`config.mk`:
```
export PLATFORM = sky130hd
export DESIGN_NAME = simple_source
export DESIGN_NICKNAME = d
export VERILOG_FILES = /design/src/rtl/simple_source.sv
export SDC_FILE = /design/constraint.sdc
export NUM_CORES = 1
export LEC_CHECK = 0
export CORE_AREA = 3 3 46 48
export CTS_CLUSTER_DIAMETER = 150
export DETAILED_ROUTE_END_ITERATION = 10
export DIE_AREA = 0 0 49 51
export PLACE_DENSITY = 0.7
export SLEW_MARGIN = 5
export SYNTH_ARGS = -nofsm -noshare
export SYNTH_HDL_FRONTEND = slang
export SYNTH_SLANG_ARGS = --single-unit
```
`constraint.sdc`:
```
create_clock -name clock -period 2.2 [get_ports clock]
set_clock_uncertainty 0.05 [all_clocks]
set_input_delay 0.55 -clock clock [delete_from_list [all_inputs] [get_ports clock]]
set_output_delay 0.55 -clock clock [all_outputs]
set_load 0.05 [all_outputs]
```
`src/rtl/simple_source.sv`:
```
// Valid/ready byte-stream source emitting an arithmetic byte pattern.
// Define SIMPLE_SOURCE_CHECKSUM_EN to append a two's-complement checksum byte.
module simple_source #(
    parameter int         MSG_LEN    = 16,
    parameter logic [7:0] FIRST_BYTE = 8'h41,
    parameter logic [7:0] STEP       = 8'h01,
    parameter int         GAP        = 0,
    parameter bit         LOOP       = 1'b0
) (
    input  logic       clock,
    input  logic       reset,
    input  logic       start,
    output logic       busy,
    output logic       done,
    output logic [7:0] dst_data,
    output logic       dst_valid,
    input  logic       dst_ready
);

    localparam int IW = $clog2(MSG_LEN + 1);
`ifdef SIMPLE_SOURCE_CHECKSUM_EN
    localparam int LEN = MSG_LEN + 1;
`else
    localparam int LEN = MSG_LEN;
`endif
    localparam logic [IW-1:0] LAST = IW'(LEN - 1);
    localparam int GW = (GAP > 1) ? $clog2(GAP) : 1;
    localparam logic [GW-1:0] GLAST = GW'((GAP > 0) ? GAP - 1 : 0);

    typedef enum logic [1:0] {
        S_IDLE,
        S_SEND,
        S_GAP,
        S_DONE
    } state_t;

    state_t        r_state;
    state_t        w_next;
    logic [IW-1:0] r_idx;
    logic [GW-1:0] r_gap;
    logic [7:0]    r_data;
    logic [7:0]    w_next_data;
    logic          w_xfer;
    logic          w_last;
    logic          w_load;

    assign w_xfer = (r_state == S_SEND) && dst_ready;
    assign w_last = (r_idx == LAST);
    assign w_load = ((r_state == S_IDLE) && start) ||
                    ((r_state == S_DONE) && LOOP);

`ifdef SIMPLE_SOURCE_CHECKSUM_EN
    logic [7:0] r_sum;
    logic [7:0] w_sum_all;

    // Final pattern byte is still in r_data, so fold it into the sum here.
    assign w_sum_all   = r_sum + r_data;
    assign w_next_data = (r_idx == IW'(MSG_LEN - 1)) ?
                         (~w_sum_all + 8'd1) : (r_data + STEP);

    always_ff @(posedge clock or negedge reset) begin
        if (!reset) begin
            r_sum <= 8'd0;
        end else if (w_load) begin
            r_sum <= 8'd0;
        end else if (w_xfer) begin
            r_sum <= w_sum_all;
        end
    end
`else
    assign w_next_data = r_data + STEP;
`endif

    always_comb begin
        w_next = r_state;
        unique case (r_state)
            S_IDLE: if (start) w_next = S_SEND;
            S_SEND: begin
                if (w_xfer) begin
                    if (w_last)
                        w_next = S_DONE;
                    else
                        w_next = (GAP > 0) ? S_GAP : S_SEND;
                end
            end
            S_GAP:  if (r_gap == GLAST) w_next = S_SEND;
            S_DONE: w_next = LOOP ? S_SEND : S_IDLE;
            default: w_next = S_IDLE;
        endcase
    end

    always_ff @(posedge clock or negedge reset) begin
        if (!reset) begin
            r_state <= S_IDLE;
            r_idx   <= '0;
            r_gap   <= '0;
            r_data  <= 8'd0;
        end else begin
            r_state <= w_next;
            if (w_load) begin
                r_idx  <= '0;
                r_data <= FIRST_BYTE;
            end else if (w_xfer) begin
                r_idx  <= r_idx + 1'b1;
                r_data <= w_next_data;
            end
            if (r_state == S_GAP)
                r_gap <= r_gap + 1'b1;
            else
                r_gap <= '0;
        end
    end

    // All outputs decode registered state, so none depends on dst_ready.
    assign dst_valid = (r_state == S_SEND);
    assign busy      = (r_state == S_SEND) || (r_state == S_GAP);
    assign done      = (r_state == S_DONE);
    assign dst_data  = r_data;

endmodule

```
==> After elaboration in Yosys (flattened, before gate mapping) <==
Cells that the tools add are included.
{ "totals": {"ff_bits": 16, "output_inout_bits": 11, "elab_cells": 30} }
{ "op_classes": {"n_addsub": 3, "n_eq_ne": 7, "muxes": 10, "reduce_logical": 6} }
{ "ops": {"columns": ["operator", "n"], "rows": [
  ["two-way mux 8 bit", 2],
  ["two-way mux 5 bit", 2],
  ["adder 8 x 1 -> 8 bit, second input constant", 1],
  ["two-way mux 2 bit", 4],
  ["case mux 2 bit (4 select lines)", 1],
  ["adder 5 x 1 -> 5 bit, second input constant", 1],
  ["equality test 5 x 4 -> 1 bit, second input constant", 1],
  ["equality test 2 bit, second input constant", 2],
  ["!= test 2 bit, second input constant", 2],
  ["AND reduction 3 bit", 1],
  ["equality test 2 x 1 -> 1 bit, second input constant", 1],
  ["logical AND 1 bit", 2],
  ["logical NOT 2 bit", 1],
  ["!= test 2 x 1 -> 1 bit, second input constant", 1],
  ["nonzero test 2 bit", 1],
  ["adder 1 bit, second input constant", 1],
  ["logical OR 1 bit", 1],
  ["two-way mux 1 bit", 1]
]} }

==> Logic depth before layout (Yosys ltp) <==
Gate-level depths: netlist of the first run.
{ "depth": {"ltp_word": 4, "ltp_mapped": 6} }

==> Worst setup path before layout of the first run <==
OpenSTA, ideal clock, no wires.
{ "synth_path": {"kind": "reg2reg", "from": "register r_state[1]", "to": "register r_data[7] (netlist: dst_data[7])", "arrival_time_ps": 1807, "t_required_ps": 2072, "path_slack_ps": 265, "stages_incl_launch_ff": 6, "period_less_slack_ps": 1935, "cell_sequence": "dfrtp_1 inv_1 ha_1 nand4_2 or4_1 a21oi_1"} }
{ "synth_between": {"elab_chain_len": 3, "word_cells_on_any_way": 6, "classes_between": "1 x eq/ne; 1 x mux; 4 x reduce/logical"} }
{ "synth_lines": {"columns": ["element", "line", "text"], "rows": [
  ["start, declared", "37", "state_t r_state;"],
  ["start signal, assigned", "99", "r_state <= w_next;"],
  ["equality test 2 x 1 -> 1 bit", null, null],
  ["net dst_valid", "16", "output logic dst_valid,"],
  ["logical AND 1 bit", "47", "assign w_xfer = (r_state == S_SEND) && dst_ready;"],
  ["nonzero test 2 bit (no line)", null, null],
  ["end signal, assigned", "105", "r_data <= w_next_data;"],
  ["end, declared", "41", "logic [7:0] r_data;"]
]} }
The timed path passes the listed nets, and every way through them passes these cells.
A chain may end at the register's enable or synchronous reset.

==> Worst setup path in the final report of the first run <==
{ "layout_path": {"from": "register r_data[0] (netlist: dst_data[0])", "to": "output port dst_data[0]"} }
{ "layout_lines": {"columns": ["element", "line", "text"], "rows": [
  ["end, declared", "15", "output logic [7:0] dst_data,"]
]} }
No word-level cell between the ends.

==> results of run 1 <==
-- worst max path at each step --
stage	startpoint	endpoint	cells after the start
3_5_place_dp	dst_ready	dst_data[7]$_DFFE_PN0P_	4
4_1_cts	dst_data[0]$_DFFE_PN0P_	dst_data[0]	1
3_3_place_gp	dst_ready	dst_data[7]$_DFFE_PN0P_	4
5_1_grt	dst_data[0]$_DFFE_PN0P_	dst_data[0]	1
2_1_floorplan	r_state[1]$_DFFE_PN0P_	dst_data[7]$_DFFE_PN0P_	5
6_report	dst_data[0]$_DFFE_PN0P_	dst_data[0]	1
-- layout make-up --
| class | count | area [um^2] | area share |
|---|---|---|---|
| clock buffer | 4 | 36.3 | 0.0339 |
| sequential | 16 | 400 | 0.374 |
| multi-input combinational | 61 | 410 | 0.384 |
| tap | 25 | 31.3 | 0.0292 |
| timing repair buffer | 15 | 165 | 0.154 |
| inverter | 7 | 26.3 | 0.0246 |
-- per-stage QoR --
step | util | total power [uW] | setup slack [ns] | cell area (um^2) | instances
after CTS | 0.611 | 1290 | 0.0452 | 1070 | 128
final | 0.613 | 1280 | 0.0643 | 1070 | 128
after floorplan | - | 905 | 0.265 | 846 | 86
after global routing | 0.613 | 1360 | 0.00483 | 1070 | 128
after global placement | 0.591 | 1090 | 0.209 | 1030 | 124
after detailed placement | 0.591 | 1100 | 0.158 | 1030 | 124
-- cell usage after synthesis --
cell type | number | area (um^2)
nor2b_1 | 1 | 6.26
and2_1 | 2 | 12.5
or3_2 | 1 | 7.51
o22ai_1 | 1 | 6.26
nor2_1 | 4 | 15.0
nand2_1 | 10 | 37.5
mux2i_1 | 1 | 10.0
o221a_2 | 1 | 11.3
clkbuf_1 | 1 | 3.75
o31ai_1 | 1 | 7.51
xnor2_1 | 3 | 26.3
or4_1 | 1 | 7.51
dfrtp_1 | 16 | 400
and3_1 | 1 | 6.26
ha_1 | 8 | 100
inv_1 | 7 | 26.3
a21oi_1 | 7 | 35.0
or3_1 | 4 | 25.0
nand3_1 | 5 | 25.0
nand4_2 | 2 | 25.0
xor2_1 | 1 | 8.76
buf_2 | 1 | 5.00
a211oi_1 | 1 | 7.51
o21ai_0 | 6 | 30.0
-- where the power goes --
group	internal (uW)	leakage, uW	switching (uW)	total, uW
Clock	101	0.0000210	86.8	187
Combinational	218	0.000298	369	586
Sequential	396	0.000194	112	508
Total	714	0.000513	567	1280
-- kinds of logic after synthesis --
family                     count (synthesis)
muxes                                      1
and+or+nand+nor                           31
xor gates and xnor gates                   4
adders and majority gates                  8
AOI/OAI and AO/OA                         17
buffers and inverters                      9
DFF                                       16
-- registers in the layout, indices dropped and copies added (netlist names) --
signal / count
r_idx: 5
r_gap: 1
r_state: 2
dst_data: 8
-- layer usage --
metal / vias up / global-route usage
met5: - / 0
met4: 0 / 0.0711
met3: 2 / 0.0408
met2: 11 / 0.195
met1: 295 / 0.200
li1: 332 / -
==> results_dict.tcl, run 1 <==
set metrics [dict create \
    synth_cells 86 \
    synth_top_family_by_area "simple AND/OR/NAND/NOR gates" \
    slew_viol_final 0 \
    path_delay_family "buffers and inverters" \
    max_stage_delay_ns 0.83 \
    gp_congestion 0.771 \
    yosys_warnings 0 \
    synth_fa_ha_area_frac 0.118 \
    fill_cells 149 \
    critPathCaptureType "primary output" \
    initial_utilization 0.485 \
    die_y_um 51 \
    cts.sinks 16 \
    first_iter_violations 3 \
    fmax_mhz 468 \
    htreeDepth 1 \
    wl_met1_um 797 \
    vias 640 \
    clock_path_buffers 2 \
    crit_type "flip-flop to primary output" \
    holdWs_ns 0.379 \
    synth-seq-area-share 0.473 \
    drt_wl_total_mm 1.59 \
    wl_per_cell_um 12.4 \
    cts_buffers 3 \
    hold_class "flip-flop to flip-flop" \
    die_w_um 49 \
    rsz0062_at_grt "no" \
    grt_pass1_wl_mm 2.65 \
    hold_end "r_gap$_DFF_PN0_" \
    highest_layer "met4" \
    grt_pass1_vias 573 \
    cp_num_buf_inv 1 \
    synth-simple-area-share 0.198 \
    cts_root_buffer "clkbuf_4" \
    postCtsHoldBufs 0 \
    critPathArrivalTime_ns 1.54 \
    core_um2 1750 \
    fin_crit_sh 0.971 \
    yosys-mux-area-fraction 0.0118 \
    path_clk_slew_ns 0.09 \
    slew_headroom 0.667 \
    syn-num-nets 98 \
    final_nets 116 \
    powerDensity_nw_per_um2 1200 \
    die_area_um2 2500 \
    synth_xor_area_frac 0.0414 \
    grt_max_degree 17 \
    fin_setup_tns_ns 0 \
    portBuffers 14 \
    cts_resized 0 \
    final_common_cell "dfrtp_1" \
    whs_path_depth 1 \
    status "complete, no violations" \
    post_cts_buffers 0 \
    ys_types 24 \
    drc 0 \
    areaGrowthSynthToFinish_pct 26.5 \
    cap_violations 0 \
    route.met3.wl_um 56 \
    path_max_fanout 4 \
    ys_ff_latch 16 \
    layout-drive-gt1-share 0.126 \
    path_cells "clkdlybuf4s50_1" \
    ir_drop_mv 0.748 \
    avgSynthCellArea_um2 9.84 \
    min_from "r_gap$_DFF_PN0_" \
    drtPass1Iterations 4 \
    hold_violations 0 \
    r2r_slack_ns 0.42 \
    antenna_cells 0 \
    met2_length_um 717 \
    pin_count 15 \
    cts_tree "yes" \
    antenna_left 0 \
    r2r-start "r_state[1]$_DFFE_PN0P_" \
    grtUsageTotal 0.142 \
    r2r-end "dst_data[7]$_DFFE_PN0P_" \
    dp_hpwl_mm 1.17 \
    num_rows 15 \
    start_kind "flip-flop" \
    layout_common_cells "dfrtp_1 (16), nand2_1 (10), clkdlybuf4s50_1 (9)" \
    antenna_found_initial 0 \
    worstPathRequired_ns 1.60 \
    vias_per_cell 5.00 \
    slowest_stage "clkdlybuf4s50_1" \
    grt-ovfl-total 0 \
    reg2reg_depth 5 \
    synth_area_um2 846 \
    finalSetupViolCount 0 \
    cellLeakagePower_uw 0.000513 \
    min_period_ns 2.14 \
    worst_slew_pin_slew_ns 0.498 \
    synth_compound_area_frac 0.115 \
    clk-insertion-delay-late_ns 0.27 \
]
Note: power is estimated with default switching activity, not from simulation.
==> run 2: changes to the inputs <==
Settings changed: CORE_AREA 3 3 46 48 to 2 2 45 47, DIE_AREA 0 0 49 51 to 0 0 47 49.
==> results_dict.tcl, run 2 (synthesized netlist as in run 1, its figures left out) <==
set metrics [dict create \
    die_w_um 47 \
    finalSetupViolCount 0 \
    hold_violations 0 \
    dp_hpwl_mm 1.12 \
    drt_wl_total_mm 1.52 \
    areaGrowthSynthToFinish_pct 27.7 \
    seq_power_share 0.395 \
    pwr-share-comb 0.456 \
    grt_pass1_vias 626 \
    cellLeakagePower_uw 0.000533 \
    cts.sinks 16 \
    critPathCaptureType "primary output" \
    fill_cells 176 \
    switching_share 0.441 \
    first_iter_violations 12 \
    powerDensity_nw_per_um2 1190 \
    die_area_um2 2300 \
    final_nets 116 \
    fmax_mhz 469 \
    worstPathRequired_ns 1.60 \
    initial_utilization 0.459 \
    layout_common_cells "dfrtp_1 (16), nand2_1 (10), ha_1 (8), clkdlybuf4s50_1 (8)" \
    pre_cts_ws_ns 0.184 \
    start_kind "flip-flop" \
    crit_type "flip-flop to primary output" \
    cts_resized 0 \
    critPathArrivalTime_ns 1.53 \
    path_delay_family "buffers and inverters" \
    max_stage_delay_ns 0.82 \
    slowest_stage "clkdlybuf4s50_1" \
    path_cells "clkdlybuf4s50_1" \
    antenna_found_initial 0 \
    largest_register_ffs 8 \
    status "complete, no violations" \
    antenna_cells 0 \
    antenna_left 0 \
    fin_ws_ns 0.0656 \
    min_period_ns 2.13 \
    fin_cells 130 \
    vias_per_cell 5.18 \
    slew_headroom 0.661 \
    rsz0062_at_grt "no" \
    final_common_cell "dfrtp_1" \
    vias 673 \
    postCtsHoldBufs 0 \
    path_clk_slew_ns 0.09 \
    die_y_um 49 \
    placedCellCount 126 \
    p_switching_uw 565 \
    drc 0 \
    slew_viol_final 0 \
    ir_drop_mv 0.640 \
    worst_slew_pin_slew_ns 0.508 \
    layout-drive-gt1-share 0.117 \
    gp_congestion 0.707 \
    clockPowerShare 0.149 \
    cts_tree "yes" \
    grt_pass1_wl_mm 2.61 \
    fin_setup_tns_ns 0 \
    fin_crit_sh 0.970 \
    postPlaceCellArea_um2 1040 \
    final_area_um2 1080 \
    clk-insertion-delay-late_ns 0.28 \
    grt_max_degree 17 \
    cap_violations 0 \
    post_cts_buffers 0 \
    grtUsageTotal 0.155 \
    path_max_fanout 4 \
    grt-ovfl-total 0 \
    cts_buffers 3 \
    portBuffers 14 \
    drtPass1Iterations 4 \
    htreeDepth 1 \
    num_rows 16 \
    internal-power_uw 715 \
    hold_class "flip-flop to flip-flop" \
    pin_count 15 \
    wl_per_cell_um 11.7 \
    core_um2 1840 \
    cts_root_buffer "clkbuf_4" \
    cp_num_buf_inv 1 \
    clock_path_buffers 2 \
]
run 2: changes by cell type in the layout (fill, tap and decap cells not counted):
cell,before,now
buf_4,3,2
dlymetal6s2s_1,1,3
clkdlybuf4s50_1,9,8
run 2: layout make-up:
type	count	area [um^2]	share of cell area
repair buffers	15	173	0.160
multi-input cells	61	410	0.380
inverters	7	26.3	0.0243
well taps	27	33.8	0.0313
clock buffers	4	36.3	0.0336
flip-flops and latches	16	400	0.371
run 2: final timing paths:
| kind | start | to | slack (ns) | cells past startpoint |
|---|---|---|---|---|
| min reg2reg | r_gap$_DFF_PN0_ | r_gap$_DFF_PN0_ | 0.39 | 1 |
| min in group asynchronous | reset | r_state[1]$_DFFE_PN0P_ | 0.53 | 2 |
| max | dst_data[1]$_DFFE_PN0P_ | dst_data[1] | 0.07 | 1 |
| max reg2reg | r_state[1]$_DFFE_PN0P_ | dst_data[7]$_DFFE_PN0P_ | 0.41 | 5 |
| min | r_gap$_DFF_PN0_ | r_gap$_DFF_PN0_ | 0.39 | 1 |
| max in group asynchronous | reset | dst_data[3]$_DFFE_PN0P_ | 1.39 | 2 |
run 2: power by group through the flow:
stage / registers, uW / logic (uW) / clock network (uW)
CTS: 505 / 591 / 200
global placement: 508 / 582 / 0
global route: 519 / 638 / 213
finish: 506 / 583 / 191
detailed placement: 512 / 588 / 0
floorplan: 681 / 224 / 0
run 2: metrics by stage:
step,hold slack [ns],power [uW],util
2_1_floorplan,0.204,905,-
3_3_place_gp,0.372,1090,0.563
3_5_place_dp,0.375,1100,0.563
4_1_cts,0.389,1300,0.582
5_1_grt,0.399,1370,0.586
6_report,0.388,1280,0.586
run 2: per-layer routing:
layer | track usage | share of wire | routed length, um | vias up
met2 | 0.240 | 0.48 | 725 | 12
met3 | 0.0593 | 0.048 | 73 | 2
met1 | 0.199 | 0.47 | 707 | 331
met5 | 0 | 0 | 0 | -
met4 | 0.0417 | 0.0086 | 13 | 0
li1 | - | - | - | 328
